--- config.mk ---
export PLATFORM = sky130hd
export DESIGN_NAME = sz_stream_ctrl_flat
export DESIGN_NICKNAME = d
export VERILOG_FILES = /design/src/rtl/sz_pkg.sv /design/src/rtl/sz_stream_if.sv /design/src/rtl/sz_sat_cnt.sv /design/src/rtl/sz_stream_ctrl.sv /design/src/flat_wrapper.sv
export SDC_FILE = /design/constraint.sdc
export NUM_CORES = 1
export LEC_CHECK = 0
export ABC_AREA = 1
export BUFFER_PORTS_ARGS = -buffer_cell sky130_fd_sc_hd__clkbuf_2
export CAP_MARGIN = 20
export CORE_MARGIN = 4
export CORE_UTILIZATION = 25
export DETAILED_ROUTE_END_ITERATION = 6
export SETUP_SLACK_MARGIN = 0.1
export SLEW_MARGIN = 30
export SYNTH_ARGS = -nofsm -noshare
export SYNTH_HDL_FRONTEND = slang
export SYNTH_SLANG_ARGS = --single-unit
--- constraint.sdc ---
create_clock -name clk -period 3.2 [get_ports clk]
set_input_delay 0.64 -clock clk [delete_from_list [all_inputs] [get_ports clk]]
set_output_delay 0.64 -clock clk [all_outputs]
set_load 0.02 [all_outputs]
--- src/rtl/sz_pkg.sv ---
// Shared types and default widths for the sz stream controller slice.
package sz_pkg;

    localparam int SZ_WIDTH = 32;
    localparam int SZ_CNT_W = 32;

    // Job sequencer states.
    typedef enum logic [1:0] {
        ST_IDLE  = 2'd0,
        ST_RUN   = 2'd1,
        ST_DRAIN = 2'd2,
        ST_DONE  = 2'd3
    } state_t;

endpackage

--- src/rtl/sz_stream_if.sv ---
// Stream bundle between the read FIFO, the controller and sz_inner.
// master: the controller side; slave: the environment (FIFO + sz_inner + sink).
interface sz_stream_if
    import sz_pkg::*;
#(
    parameter int WIDTH = SZ_WIDTH
) ();

    logic             src_valid;
    logic [WIDTH-1:0] src_data;
    logic             src_ready;
    logic             sink_afull;
    logic [WIDTH-1:0] sz_data_in;
    logic             sz_enable;
    logic             sz_hold;
    logic             sz_out_valid;

    modport master (
        input  src_valid, src_data, sink_afull, sz_out_valid,
        output src_ready, sz_data_in, sz_enable, sz_hold
    );

    modport slave (
        output src_valid, src_data, sink_afull, sz_out_valid,
        input  src_ready, sz_data_in, sz_enable, sz_hold
    );

endinterface

--- src/rtl/sz_sat_cnt.sv ---
// Saturating up-counter with synchronous clear (clear wins over increment).
module sz_sat_cnt #(
    parameter int W = 32
) (
    input  logic         clk,
    input  logic         rst,
    input  logic         clr,
    input  logic         inc,
    output logic [W-1:0] cnt
);

    // Count register: clear, else increment until all ones, then hold.
    always_ff @(posedge clk or negedge rst) begin
        // NOTE: state registers use non-blocking assignment so every flop samples pre-edge values.
        if (!rst) begin
            cnt <= '0;
        end else if (clr) begin
            cnt <= '0;
        end else if (inc && (cnt != '1)) begin
            cnt <= cnt + 1'b1;
        end
    end

endmodule

--- src/rtl/sz_stream_ctrl.sv ---
// Job sequencer for sz_inner: meters source words into the pipeline, follows
// downstream backpressure, counts results and reports done/err after drain.
// Optional build macro SZ_STREAM_CTRL_PERF_EN adds perf_cycles/perf_stall.
module sz_stream_ctrl
    import sz_pkg::*;
#(
    parameter int WIDTH         = SZ_WIDTH,
    parameter int CNT_W         = SZ_CNT_W,
    parameter int DRAIN_TIMEOUT = 1024
) (
    input  logic             clk,
    input  logic             rst,
    input  logic             start,
    input  logic [CNT_W-1:0] num_elems,
    sz_stream_if.master      bus,
    output logic             busy,
    output logic             done,
    output logic             err,
    output logic [CNT_W-1:0] in_cnt,
    output logic [CNT_W-1:0] out_cnt
`ifdef SZ_STREAM_CTRL_PERF_EN
    ,
    output logic [CNT_W-1:0] perf_cycles,
    output logic [CNT_W-1:0] perf_stall
`endif
);

    // Timer value in the last idle cycle before the timeout fires.
    localparam logic [CNT_W-1:0] TIMEOUT_LAST = CNT_W'(DRAIN_TIMEOUT - 1);

    state_t           state, state_next;
    logic [CNT_W-1:0] len;
    logic [CNT_W-1:0] drain_tmr;
    logic [WIDTH-1:0] data_q;
    logic             enable_q;
    logic             hold_q;

    logic active, start_ok, accept, last_accept;
    logic count_result, overrun, timeout, drain_clr, stall;

    assign active       = (state == ST_RUN) || (state == ST_DRAIN);
    assign start_ok     = start && ((state == ST_IDLE) || (state == ST_DONE));
    assign bus.src_ready = (state == ST_RUN) && !bus.sink_afull && (in_cnt < len);
    assign accept       = bus.src_valid && bus.src_ready;
    assign last_accept  = accept && (in_cnt == len - 1'b1);
    assign stall        = (state == ST_RUN) && bus.src_valid && !bus.src_ready;

    // A result is counted only while a job is live and not yet complete;
    // anything else is an overrun.
    assign count_result = bus.sz_out_valid && active && (out_cnt != len);
    assign overrun      = bus.sz_out_valid && !count_result;

    // Drain timer is held at zero outside DRAIN and restarted by every result.
    assign drain_clr = (state != ST_DRAIN) || bus.sz_out_valid;
    assign timeout   = (state == ST_DRAIN) && !bus.sz_out_valid && !hold_q
                       && (out_cnt != len) && (drain_tmr == TIMEOUT_LAST);

    assign busy           = active;
    assign done           = (state == ST_DONE);
    assign bus.sz_data_in = data_q;
    assign bus.sz_enable  = enable_q;
    assign bus.sz_hold    = hold_q;

    // Next-state logic.
    always_comb begin
        // NOTE: default first so every path assigns state_next and no latch is inferred.
        state_next = state;
        unique case (state)
            ST_IDLE, ST_DONE: begin
                if (start) state_next = (num_elems == '0) ? ST_DONE : ST_RUN;
            end
            ST_RUN: begin
                if (last_accept) state_next = ST_DRAIN;
            end
            ST_DRAIN: begin
                if ((out_cnt == len) || timeout) state_next = ST_DONE;
            end
            default: state_next = ST_IDLE;
        endcase
    end

    // State register.
    always_ff @(posedge clk or negedge rst) begin
        if (!rst) state <= ST_IDLE;
        else      state <= state_next;
    end

    // Job length, issue stage, hold copy and sticky error.
    always_ff @(posedge clk or negedge rst) begin
        if (!rst) begin
            len      <= '0;
            data_q   <= '0;
            enable_q <= 1'b0;
            hold_q   <= 1'b0;
            err      <= 1'b0;
        end else begin
            if (start_ok) len <= num_elems;
            if (accept)   data_q <= bus.src_data;
            enable_q <= accept;
            hold_q   <= bus.sink_afull && ((state_next == ST_RUN) || (state_next == ST_DRAIN));
            if (start_ok)                err <= 1'b0;
            else if (overrun || timeout) err <= 1'b1;
        end
    end

    sz_sat_cnt #(.W(CNT_W)) u_in_cnt (
        .clk(clk), .rst(rst), .clr(start_ok), .inc(accept), .cnt(in_cnt)
    );

    sz_sat_cnt #(.W(CNT_W)) u_out_cnt (
        .clk(clk), .rst(rst), .clr(start_ok), .inc(count_result), .cnt(out_cnt)
    );

    sz_sat_cnt #(.W(CNT_W)) u_drain_tmr (
        .clk(clk), .rst(rst), .clr(drain_clr), .inc(!hold_q), .cnt(drain_tmr)
    );

`ifdef SZ_STREAM_CTRL_PERF_EN
    sz_sat_cnt #(.W(CNT_W)) u_perf_cycles (
        .clk(clk), .rst(rst), .clr(start_ok), .inc(active), .cnt(perf_cycles)
    );

    sz_sat_cnt #(.W(CNT_W)) u_perf_stall (
        .clk(clk), .rst(rst), .clr(start_ok), .inc(stall), .cnt(perf_stall)
    );
`else
    logic unused_stall;
    assign unused_stall = stall;
`endif

endmodule

--- src/flat_wrapper.sv ---
// flat-port wrapper written by rule: the top's interface ports become plain ports
module sz_stream_ctrl_flat import sz_pkg::*;
#(
    parameter int WIDTH         = SZ_WIDTH,
    parameter int CNT_W         = SZ_CNT_W,
    parameter int DRAIN_TIMEOUT = 1024
)
  (clk, rst, start, num_elems, busy, done, err, in_cnt, out_cnt, bus_src_valid, bus_src_data, bus_sink_afull, bus_sz_out_valid, bus_src_ready, bus_sz_data_in, bus_sz_enable, bus_sz_hold);
  sz_stream_if #(.WIDTH(WIDTH)) bus_i ();
  input  logic clk;
  input  logic rst;
  input  logic start;
  input  logic [CNT_W-1:0] num_elems;
  output logic busy;
  output logic done;
  output logic err;
  output logic [CNT_W-1:0] in_cnt;
  output logic [CNT_W-1:0] out_cnt;
  input wire logic [$bits(bus_i.src_valid)-1:0] bus_src_valid;
  input wire logic [$bits(bus_i.src_data)-1:0] bus_src_data;
  input wire logic [$bits(bus_i.sink_afull)-1:0] bus_sink_afull;
  input wire logic [$bits(bus_i.sz_out_valid)-1:0] bus_sz_out_valid;
  output wire logic [$bits(bus_i.src_ready)-1:0] bus_src_ready;
  output wire logic [$bits(bus_i.sz_data_in)-1:0] bus_sz_data_in;
  output wire logic [$bits(bus_i.sz_enable)-1:0] bus_sz_enable;
  output wire logic [$bits(bus_i.sz_hold)-1:0] bus_sz_hold;
  assign bus_i.src_valid = bus_src_valid;
  assign bus_i.src_data = bus_src_data;
  assign bus_i.sink_afull = bus_sink_afull;
  assign bus_i.sz_out_valid = bus_sz_out_valid;
  assign bus_src_ready = bus_i.src_ready;
  assign bus_sz_data_in = bus_i.sz_data_in;
  assign bus_sz_enable = bus_i.sz_enable;
  assign bus_sz_hold = bus_i.sz_hold;
  sz_stream_ctrl #(.WIDTH(WIDTH), .CNT_W(CNT_W), .DRAIN_TIMEOUT(DRAIN_TIMEOUT)) u_core (.clk(clk), .rst(rst), .start(start), .num_elems(num_elems), .bus(bus_i), .busy(busy), .done(done), .err(err), .in_cnt(in_cnt), .out_cnt(out_cnt));
endmodule
==> flow_metrics.tcl <==
set metrics [dict create \
    viasPerCell 4.69 \
    numClockSinks 165 \
    slew_viol_final 0 \
    cts.clk_slew.worst_paths_ns 0.07 \
    synthArstFlopShare_pct 100 \
    ys_ff_latch 165 \
    post_cts_buffers 0 \
    synth_top_family_by_area "simple AND/OR/NAND/NOR gates" \
    gp_congestion 0.938 \
    place_ws_ns 0.350 \
    dieArea_um2 48500 \
    top_layer "met4" \
    htree_levels 4 \
    grt_pass1_wl_um 61300 \
    ys_seq_area_share_pct 36.7 \
    tns_ns 0 \
    clock_skew_ns 0.0117 \
    synthSimpleGateAreaFrac_pct 34.9 \
    cts_resized 0 \
    ctsHoldBuffers 0 \
    rsz0062_at_grt "no" \
    ys.flop_type "dfrtp_1" \
    ant_nets 0 \
    powerDensity_nw_per_um2 785 \
    status "finished, final reports clean" \
    die_h_um 220 \
    r2r-end "u_core.u_out_cnt.cnt[9]$_DFFE_PN0P_" \
    overflow 0 \
    syn_inst 1612 \
    p_total_w 0.0108 \
    required_ns 2.56 \
    whs_ns 0.164 \
    synth.cell_area_um2 11200 \
    grt_use_total_pct 16.4 \
    numCtsBuffers 17 \
    start_kind "register" \
    worstRegToRegCells 12 \
    clkLatencyLatePin_ns 0.46 \
    drive_gt1_share_pct 17.4 \
    drc 0 \
    layout_commonest_cell "nand2_1" \
    finalSetupViolations 0 \
    drtIter0Drc 761 \
    antenna_found_initial 2 \
    relSlewSlack_pct 60.4 \
    final_nets 1929 \
    wl_per_cell_um 16.3 \
    cp_max_fo 2 \
    grt_pass1_vias 10897 \
    power_leakage_nw 6.56 \
    ys_warn_count 0 \
    dp_hpwl_um 31800 \
    maxCapViolations 0 \
    synth_xor_area_share_pct 4.59 \
    port_buffers 171 \
    cts_root_buf "clkbuf_16" \
    final_cell_mix "nand2_1 (470), inv_1 (206), clkbuf_2 (169)" \
    critical_path_arrival_ns 2.32 \
    finalWorstSetupSlack_ns 0.244 \
    hold_path_class "in2async" \
    core_area_um2 44300 \
    synth_compound_area_share_pct 10.2 \
    finalCriticalPeriod_ns 2.96 \
    cts_tree "built" \
    die_w_um 220 \
    worstSetupPathType "reg2out" \
    reg2reg_from "u_core.len[22]$_DFFE_PN0P_" \
    cp-end-kind "primary output" \
    hold_viol 0 \
    io-pin-count 172 \
    fmax_mhz 338 \
    worst_pin_slew_ns 0.594 \
    clock_path_buffers 2 \
    ys_types 49 \
    synth_edf_count 0 \
    fin_crit_sh_pct 92.4 \
    initial_core_util_pct 25.4 \
    rows 77 \
    wl_met2_um 18400 \
    reg2reg_slack_ns 0.29 \
    utilization_pct 31.0 \
    vias 11371 \
    synthMuxAreaShare_pct 0 \
    drtPass1Iterations 5 \
    routed_wl_um 39600 \
    synthAdderAreaFrac_pct 4.45 \
    syn_nets 1722 \
    peakVddDrop_mv 0.470 \
    wl_met3_um 2480 \
    drt-met1-wl_um 17500 \
    area_growth_syn_to_layout_pct 22.0 \
    syn_avg_cell_area_um2 6.98 \
    grt_max_degree 62 \
]
cell families (layout without fill, tap and decap cells):
family | after synthesis | in the layout
other | 0 | 1
buffers and inverters | 257 | 476
xor gates and xnor gates | 59 | 59
DFF | 165 | 165
AOI/OAI and AO/OA | 207 | 207
adders and majority gates | 40 | 40
and+or+nand+nor | 884 | 884
cell usage after synthesis, drive strengths merged (25+ instances only):
master  count  area, µm²
nor3       55        285
nand4      70        438
nor4       25        156
inv       213        800
o21ai     102        510
a21oi      65        325
nor2      174        751
dfrtp     165       4130
ha         40        500
xor2       42        368
nand2     482       1850
clkbuf     27        106
nand3      64        343
flip-flops by register name, summed over array words and instances, names as in the netlist:
signal                  cells
u_core.bus.sz_enable        1
u_core.len                 32
u_core.u_in_cnt.cnt        32
u_core.state                2
u_core.err                  1
u_core.bus.sz_hold          1
u_core.u_drain_tmr.cnt     32
u_core.bus.sz_data_in      32
u_core.u_out_cnt.cnt       32
layout make-up:
class	instances	area, µm²
timing repair buffer	230	1330
tap	592	741
clock inverter	13	164
fill	4837	30600
clock buffer	18	439
sequential	165	4130
antenna	1	2.50
inverter	215	807
multi-input combinational	1190	6110
worst max-delay path by stage:
stage          cells after the start  slack [ns]                       start                            endpoint
6_report                          10        0.24  u_core.len[22]$_DFFE_PN0P_                       bus_src_ready
5_1_grt                           10        0.11  u_core.len[11]$_DFFE_PN0P_                       bus_src_ready
4_1_cts                           10        0.13  u_core.len[27]$_DFFE_PN0P_                       bus_src_ready
3_5_place_dp                      16        0.35  u_core.len[27]$_DFFE_PN0P_  u_core.u_in_cnt.cnt[9]$_DFFE_PN0P_
3_3_place_gp                      16        0.41  u_core.len[27]$_DFFE_PN0P_  u_core.u_in_cnt.cnt[4]$_DFFE_PN0P_
2_1_floorplan                     18        0.77   u_core.len[3]$_DFFE_PN0P_  u_core.u_in_cnt.cnt[9]$_DFFE_PN0P_
worst max-delay path, cell delays in order, from the launching register on:
cell and delay [ns]:
dfrtp_1 0.47, inv_1 0.07, ha_1 0.27, nand2_1 0.07
nor2_1 0.20, nand4_1 0.17, nor2_1 0.16, nand2_1 0.06
nand3_1 0.12, inv_2 0.06, clkbuf_4 0.19
power by group:
group | internal [W] | switching (W)
combinational | 0.00168 | 0.00343
sequential | 0.00266 | 0.000813
clock | 0.00119 | 0.000998
per-layer routing:
layer  vias up  GRT usage, %
met5         -             0
met4         0          6.11
met1      5307          21.7
met2       328          26.4
li1       5678             -
met3        58          3.53
through the flow:
| stage | instance area [µm²] | std cells |
|---|---|---|
| 4_1_cts | 13700 | 2423 |
| 5_1_grt | 13700 | 2423 |
| 2_1_floorplan | 11200 | 1612 |
| 3_5_place_dp | 13100 | 2392 |
| 6_report | 13700 | 2424 |
| 3_3_place_gp | 13100 | 2392 |
Power figures use the tool's default switching activity.
